<file path="src/rtl/fft_pkg.sv">
// Shared FFT definitions: default frame length/width, fixed-point fraction
// bits, complex sample type, framer FSM states and the bit-reversal helper.
// Latency/backpressure: n/a (declarations only).
package fft_pkg;

  localparam int N    = 16;
  localparam int W    = 16;
  localparam int FRAC = 8;

  typedef struct packed {
    logic signed [W-1:0] re;
    logic signed [W-1:0] im;
  } cplx_t;

  typedef enum logic {
    FILL = 1'b0,
    HOLD = 1'b1
  } fr_state_t;

  // Reverse the low 'bits' bits of k; bits above 'bits' come back zero.
  function automatic logic [31:0] bitrev(input logic [31:0] k, input int bits);
    logic [31:0] r;
    r = '0;
    for (int i = 0; i < 32; i++) begin
      if (i < bits) r[bits-1-i] = k[i];
    end
    return r;
  endfunction

endpackage

</file>
<file path="src/rtl/fft_frame_bank.sv">
// One N-entry complex register bank: single indexed write port, all entries
// visible in parallel. Latency: write lands one cycle after we. No backpressure.
// Ports: clk, rst_n (sync, active-low, clears all entries), we, idx,
//        wr_real/wr_im (write data), rd_real/rd_im (parallel contents).
module fft_frame_bank #(
  parameter int N = 16,
  parameter int W = 16
) (
  input  logic                 clk,
  input  logic                 rst_n,
  input  logic                 we,
  input  logic [$clog2(N)-1:0] idx,
  input  logic signed [W-1:0]  wr_real,
  input  logic signed [W-1:0]  wr_im,
  output logic signed [W-1:0]  rd_real [0:N-1],
  output logic signed [W-1:0]  rd_im   [0:N-1]
);

  logic signed [W-1:0] mem_real [0:N-1];
  logic signed [W-1:0] mem_im   [0:N-1];

  always_ff @(posedge clk) begin
    if (!rst_n) begin
      for (int i = 0; i < N; i++) begin
        mem_real[i] <= '0;
        mem_im[i]   <= '0;
      end
    end else if (we) begin
      mem_real[idx] <= wr_real;
      mem_im[idx]   <= wr_im;
    end
  end

  assign rd_real = mem_real;
  assign rd_im   = mem_im;

endmodule

</file>
<file path="src/rtl/fft_input_framer.sv">
// Collects N streamed complex samples into a parallel frame for the FFT using
// ping-pong banks. Latency: m_valid one cycle after the Nth accept (bank free).
// Backpressure: s_ready drops only when the fill bank is full and output busy.
// Ports: clk, rst_n (sync, active-low); s_valid/s_ready/s_real/s_im/s_last
//        sample input; m_valid/m_ready frame handshake; x_real/x_im parallel
//        frame; frame_err one-cycle pulse on s_last misalignment.
// Build option: define FFT_FRAMER_BITREV_EN to store sample k at bitrev(k).
module fft_input_framer #(
  parameter int N = fft_pkg::N,
  parameter int W = fft_pkg::W
) (
  input  logic                clk,
  input  logic                rst_n,
  input  logic                s_valid,
  output logic                s_ready,
  input  logic signed [W-1:0] s_real,
  input  logic signed [W-1:0] s_im,
  input  logic                s_last,
  output logic                m_valid,
  input  logic                m_ready,
  output logic signed [W-1:0] x_real [0:N-1],
  output logic signed [W-1:0] x_im   [0:N-1],
  output logic                frame_err
);

  import fft_pkg::*;

  localparam int IW = $clog2(N);

  fr_state_t     state;
  logic [IW-1:0] wr_idx;
  logic [IW-1:0] wr_pos;
  logic          fill_sel;   // 0: bank A fills, bank B is presented
  logic          acc;
  logic          hs;
  logic          last_idx;
  cplx_t         smp;

  logic signed [W-1:0] a_real [0:N-1];
  logic signed [W-1:0] a_im   [0:N-1];
  logic signed [W-1:0] b_real [0:N-1];
  logic signed [W-1:0] b_im   [0:N-1];

  assign smp.re   = s_real;
  assign smp.im   = s_im;
  assign acc      = s_valid && s_ready;
  assign hs       = m_valid && m_ready;
  assign last_idx = (wr_idx == IW'(N-1));

  always_comb begin
`ifdef FFT_FRAMER_BITREV_EN
    wr_pos = IW'(bitrev(32'(wr_idx), IW));
`else
    wr_pos = wr_idx;
`endif
  end

  fft_frame_bank #(.N(N), .W(W)) u_bank_a (
    .clk     (clk),
    .rst_n   (rst_n),
    .we      (acc && !fill_sel),
    .idx     (wr_pos),
    .wr_real (smp.re),
    .wr_im   (smp.im),
    .rd_real (a_real),
    .rd_im   (a_im)
  );

  fft_frame_bank #(.N(N), .W(W)) u_bank_b (
    .clk     (clk),
    .rst_n   (rst_n),
    .we      (acc && fill_sel),
    .idx     (wr_pos),
    .wr_real (smp.re),
    .wr_im   (smp.im),
    .rd_real (b_real),
    .rd_im   (b_im)
  );

  // The output always shows whichever bank is not being filled.
  always_comb begin
    for (int i = 0; i < N; i++) begin
      x_real[i] = fill_sel ? a_real[i] : b_real[i];
      x_im[i]   = fill_sel ? a_im[i]   : b_im[i];
    end
  end

  always_ff @(posedge clk) begin
    if (!rst_n) begin
      state     <= FILL;
      wr_idx    <= '0;
      fill_sel  <= 1'b0;
      m_valid   <= 1'b0;
      s_ready   <= 1'b0;
      frame_err <= 1'b0;
    end else begin
      frame_err <= acc && (s_last != last_idx);
      case (state)
        FILL: begin
          s_ready <= 1'b1;
          if (acc) begin
            wr_idx <= last_idx ? '0 : wr_idx + 1'b1;
          end
          if (acc && last_idx) begin
            // A handshake in this same cycle frees the output bank, so the
            // swap happens now and m_valid stays high without a gap.
            if (!m_valid || m_ready) begin
              fill_sel <= ~fill_sel;
              m_valid  <= 1'b1;
            end else begin
              state   <= HOLD;
              s_ready <= 1'b0;
            end
          end else if (hs) begin
            m_valid <= 1'b0;
          end
        end
        HOLD: begin
          if (hs) begin
            fill_sel <= ~fill_sel;
            m_valid  <= 1'b1;
            state    <= FILL;
            s_ready  <= 1'b1;
          end else begin
            s_ready <= 1'b0;
          end
        end
        default: begin
          state   <= FILL;
          s_ready <= 1'b1;
        end
      endcase
    end
  end

endmodule

</file>
<file path="config.mk">
export PLATFORM = sky130hd
export DESIGN_NAME = fft_input_framer
export DESIGN_NICKNAME = d
export VERILOG_FILES = /design/src/rtl/fft_pkg.sv /design/src/rtl/fft_frame_bank.sv /design/src/rtl/fft_input_framer.sv
export SDC_FILE = /design/constraint.sdc
export NUM_CORES = 2
export LEC_CHECK = 0
export BUFFER_PORTS_ARGS = -buffer_cell sky130_fd_sc_hd__buf_2
export CORE_ASPECT_RATIO = 1.4
export CORE_UTILIZATION = 35
export DETAILED_ROUTE_END_ITERATION = 6
export GPL_TIMING_DRIVEN = 0
export MAX_ROUTING_LAYER = met4
export PLACE_DENSITY = 0.5
export SYNTH_ARGS = -nofsm -noshare
export SYNTH_HDL_FRONTEND = slang
export SYNTH_HIERARCHICAL = 1
export SYNTH_SLANG_ARGS = --single-unit
</file>
<file path="constraint.sdc">
create_clock -name clk -period 2.5 [get_ports clk]
set_input_delay 0.125 -clock clk [delete_from_list [all_inputs] [get_ports clk]]
set_output_delay 0.125 -clock clk [all_outputs]
set_load 0.1 [all_outputs]
</file>
==> results.md <==
| Stage | Quantity | This run |
|---|---|---|
| clock network | CTS tree | yes |
| power | Total power draw | 34.8 mW |
| clock network | Total CTS buffers | 106 |
| route | Final Routed Wirelength | 183,000 µm |
| floorplanning | Initial cell density of the core | 0.353 |
| floorplanning | Io pins | 552 |
| placement | Final weighted congestion in routability-driven placement | 0.843 |
| setup path | Reg-to-reg setup timing slack | 130 ps |
| sta | Worst max-slew margin expressed relative to the limit | 0.00420 |
| power | Power dissipated by switching net loads | 8.39 mW |
| setup path | Highest net fanout along the worst path | 10 |
| placement | Dpl hpwl | 130,000 µm |
| power | Portion of total power attributed to sequential cells | 0.476 |
| floorplanning | Die extent in x | 301 µm |
| route | Total number of vias | 32,600 |
| synth | Number of instances in the synthesized netlist | 4,091 |
| finish | Share of layout cells above drive strength 1 | 0.305 |
| placement | Port bufs | 551 |
| synth | Number of warning messages in the yosys log | 6 |
| floorplanning | Die Y | 421 µm |
| setup path | Crit Reg-Reg Endpoint | u_bank_b/rd_real[177]$_SDFFE_PN0P_ |
| power | Portion of total power attributed to combinational logic | 0.041 |
| setup path | Setup CP Type | reg2out |
| setup path | Startpoint of the lowest-slack register-to-register path | fill_sel$_SDFFE_PN0P_ |
| synth | Syn avg cell area | 10.7 µm² |
| sta | Count of endpoints failing setup in the final report | 1 |
| route | Number of design-rule violations left by the first detailed-router iteration | 2,102 |
| sta | Slew of the pin with the lowest slew margin | 1490 ps |
| finish | Non-filler cells, final | 6,504 |
| grt | Met2 global-route usage | 0.478 |
| sta | Setup repair after global routing missed its margin | true |
| route | Average vias per placed instance | 5.02 |
| route | Iteration count of the initial detailed-routing pass | 7 |
| synth | Netlist cell types | 31 |
| setup path | Data required time at the worst endpoint | 2380 ps |
| power | Leakage dissipation | 23.4 nW |
| grt | Global-route wire length before repair | 250,000 µm |
| flow run | Max_cap viols | 1 |
| route | Antenna-violating nets left | 0 |
| clock network | Maximum count of clock buffers along a single path | 3 |
| sta | Final clock period utilization by the worst path | 1.00 |
| outcome | Violated checks | design-rule violations, max-capacitance violations, negative setup slack |
| synth | Number of synthesized register bits | 1,033 |
| outcome | Run status | finished, violations left |
| grt | Global route overflow | 0 |
| grt | Antenna violations before repair | 15 |
| power | Sw frac | 0.241 |
| synth | Post-Synthesis Net Count | 4,129 |
| setup path | Critical Path Slowest Stage Cell | sky130_fd_sc_hd__mux2_2 |
| grt | Global route hottest layer | met2 |
| setup path | Max incr delay on CP | 450 ps |
| placement | Number of placed instances, taps included | 6,269 |
| hold path | Tightest Hold Check Type | in2reg |
| power | Internal Dissipation | 26.4 mW |
| setup path | Critical-path cell list | buf_6 > buf_12 > buf_4 > mux2_2 > buf_4 |
| setup path | Worst endpoint data arrival time | 2380 ps |
| grt | M1 GR Usage | 0.350 |
| power | Pwr Density | 638 nW/µm² |
| synth | Netlist area before placement | 43,900 µm² |
| placement | Placed cell areas | 48,700 µm² |
| grt | Total global-route track usage | 0.288 |
| route | Count of unresolved DRC violations after routing | 97 |
| sta | Number of hold violations in the final report | 0 |
| sta | Final Slew Violations | 0 |
| power | Worst voltage drop across the vdd grid | 477 µV |
| clock network | H-tree level count | 3 |
| sta | Min Clock Period, post-route | 2500 ps |
| floorplanning | Core area | 124,000 µm² |
| grt | Met3 Track Usage GR | 0.0441 |
| synth | Primary FF master, synth | sky130_fd_sc_hd__dfxtp_1 |
| clock network | Worst skew pair latency | 710 ps |
| finish | Post-route core utilization | 0.438 |
| clock network | Number of clock sinks seen by CTS | 1,033 |
| setup path | Critical path's most frequent cell | sky130_fd_sc_hd__buf_4 |
| finish | Summed area of non-filler cells in the final layout | 54,500 µm² |
| setup path | Element type at the critical path start | flip-flop |
| finish | Layout overhead on the synthesized area | 24.0% |
| synth | Ys async rst share | 0 |
| finish | Net total in the final layout | 4,816 |
| sta | Final worst clock skew | 27.7 ps |
| route | Routed wire length per instance | 28.1 µm |
| grt | Number of global-route vias before repair | 32,400 |
| synth | Post-synth EDFFs | 0 |
| setup path | Cell count of the worst reg-to-reg path | 9 |
| grt | Pin count of the biggest net entering global routing | 16 |
| floorplanning | Die Outline Area | 127,000 µm² |
| synth | Fraction of the yosys area taken by sequential cells | 0.471 |
| sta | Fmax | 0.400 GHz |
| setup path | Kind of end point of the critical path | output port |
| setup path | CP Capture Point | x_im[15] |
| power | Part of the total power dissipated in the clock network | 0.483 |
| clock network | Clock edge transition at the registers on the reported setup and hold paths | 70 ps |
| clock network | Root buffer selected by CTS | sky130_fd_sc_hd__clkbuf_16 |
| setup path | Setup crit start | fill_sel$_SDFFE_PN0P_ |
| sta | Worst Setup Slack, final | -1.33 ps |
| floorplanning | Core Rows | 153 |
what timing repair did:
item                       4_1_cts  5_1_grt
resized for setup              437      221
setup endpoints to repair     1512     1306
pin swaps                        5        2
hold endpoints to repair        60        0
buffers inserted                 9        6
cloned                           0        2
hold buffers                    13        0
final cells by class:
class,instances,area [µm²]
flip-flops and latches,1033,20700
plain buffers,348,2370
repair buffers,581,4200
multi-input cells,2708,21500
clock inverters,41,388
clock buffers,158,3270
diodes,8,20.0
well taps,1627,2040
fillers,12000,69900
flip-flops by register name (all words and copies together), names as in the netlist:
| signal | count |
|---|---|
| state | 1 |
| s_ready | 1 |
| m_valid | 1 |
| fill_sel | 1 |
| u_bank_b/rd_im | 256 |
| u_bank_a/rd_im | 256 |
| frame_err | 1 |
| wr_idx | 4 |
| u_bank_a/rd_real | 256 |
| u_bank_b/rd_real | 256 |
per-layer routing:
layer	vias to the layer above	share of wire
met5	-	0
li1	15200	-
met2	952	0.49
met1	16300	0.42
met4	0	0.036
met3	228	0.054
worst min path at each step:
stage | depth (start not counted) | slack (ps) | end | from
2_1_floorplan | 1 | 250 | m_valid$_SDFFE_PN0P_ | rst_n
3_3_place_gp | 2 | 440 | u_bank_a/rd_im[28]$_SDFFE_PN0P_ | u_bank_a/rd_im[28]$_SDFFE_PN0P_
3_5_place_dp | 2 | 440 | u_bank_a/rd_im[199]$_SDFFE_PN0P_ | u_bank_a/rd_im[199]$_SDFFE_PN0P_
4_1_cts | 3 | 30 | u_bank_b/rd_im[11]$_SDFFE_PN0P_ | s_im[11]
5_1_grt | 3 | 70 | u_bank_b/rd_im[107]$_SDFFE_PN0P_ | s_im[11]
6_report | 3 | 70 | u_bank_a/rd_im[107]$_SDFFE_PN0P_ | s_im[11]
power by group through the flow:
stage / logic, mW / clock network [mW] / registers, mW
detailed placement: 1.40 / 0 / 16.9
global route: 1.46 / 17.7 / 16.5
floorplan: 0.565 / 0 / 16.9
CTS: 1.43 / 17.1 / 16.5
finish: 1.44 / 16.8 / 16.5
global placement: 1.40 / 0 / 16.9
layout by cell type, fill, tap and decap left out, types with 5 or more instances in the layout:
cell type                       netlist  layout
sky130_fd_sc_hd__nand2_1           1095    1093
sky130_fd_sc_hd__diode_2              0       8
sky130_fd_sc_hd__clkbuf_1           132     144
sky130_fd_sc_hd__buf_4               38     374
sky130_fd_sc_hd__clkbuf_8             0      32
sky130_fd_sc_hd__dfxtp_1           1033    1033
sky130_fd_sc_hd__buf_1               24      24
sky130_fd_sc_hd__or3_1                5       5
sky130_fd_sc_hd__nand2b_1            12      10
sky130_fd_sc_hd__clkbuf_16            0     113
sky130_fd_sc_hd__buf_12               0      19
sky130_fd_sc_hd__buf_2              115     223
sky130_fd_sc_hd__buf_6               41      97
sky130_fd_sc_hd__bufinv_16            0       6
sky130_fd_sc_hd__dlygate4sd3_1        0      13
sky130_fd_sc_hd__clkinvlp_4           0       7
sky130_fd_sc_hd__clkbuf_4             0      42
sky130_fd_sc_hd__mux2_2             312     311
sky130_fd_sc_hd__clkinv_2             0      26
sky130_fd_sc_hd__nor2_4               0      18
sky130_fd_sc_hd__mux2_4             200     201
sky130_fd_sc_hd__mux2i_1           1025    1025
worst max-delay path, delay by kind of cell, from the launching register on:
family / cells / cell delay, ps
flip-flops: 1 / 330
buffers and inverters: 4 / 860
multiplexers: 1 / 450
Yosys cell counts, types with 5 or more instances:
library cell | number | share of area
sky130_fd_sc_hd__clkbuf_1 | 132 | 0.011
sky130_fd_sc_hd__buf_2 | 115 | 0.013
sky130_fd_sc_hd__mux2_4 | 200 | 0.068
sky130_fd_sc_hd__buf_4 | 38 | 0.0065
sky130_fd_sc_hd__nor2_1 | 22 | 0.0019
sky130_fd_sc_hd__dfxtp_1 | 1033 | 0.47
sky130_fd_sc_hd__nand2b_1 | 12 | 0.0017
sky130_fd_sc_hd__mux2_2 | 312 | 0.080
sky130_fd_sc_hd__nand2_1 | 1095 | 0.094
sky130_fd_sc_hd__or3_1 | 5 | 0.00071
sky130_fd_sc_hd__mux2i_1 | 1025 | 0.23
sky130_fd_sc_hd__buf_6 | 41 | 0.011
sky130_fd_sc_hd__buf_1 | 24 | 0.0021
per-stage QoR:
stage / hold WS [ps] / setup WS [ps] / TNS [ps]
after floorplan: 247 / 41.3 / 0
after global placement: 438 / -729 / -394800
after detailed placement: 443 / -774 / -398670
after CTS: 26.1 / -143 / -55720
after global routing: 66.4 / -23.4 / -519
final: 66.6 / -1.33 / -1.33
logic make-up (layout without fill, tap and decap cells):
group | count (synthesis) | after routing | share of synthesized area
compound gates | 7 | 7 | 0.00114
xor+xnor | 3 | 3 | 0.000598
fa+ha+maj | 1 | 1 | 0.000285
buf+inv | 350 | 1128 | 0.0434
flops | 1033 | 1033 | 0.471
mux | 1537 | 1537 | 0.382
other cells | 0 | 8 | 0
simple gates | 1160 | 1160 | 0.102
Power figures use the tool's default switching activity.
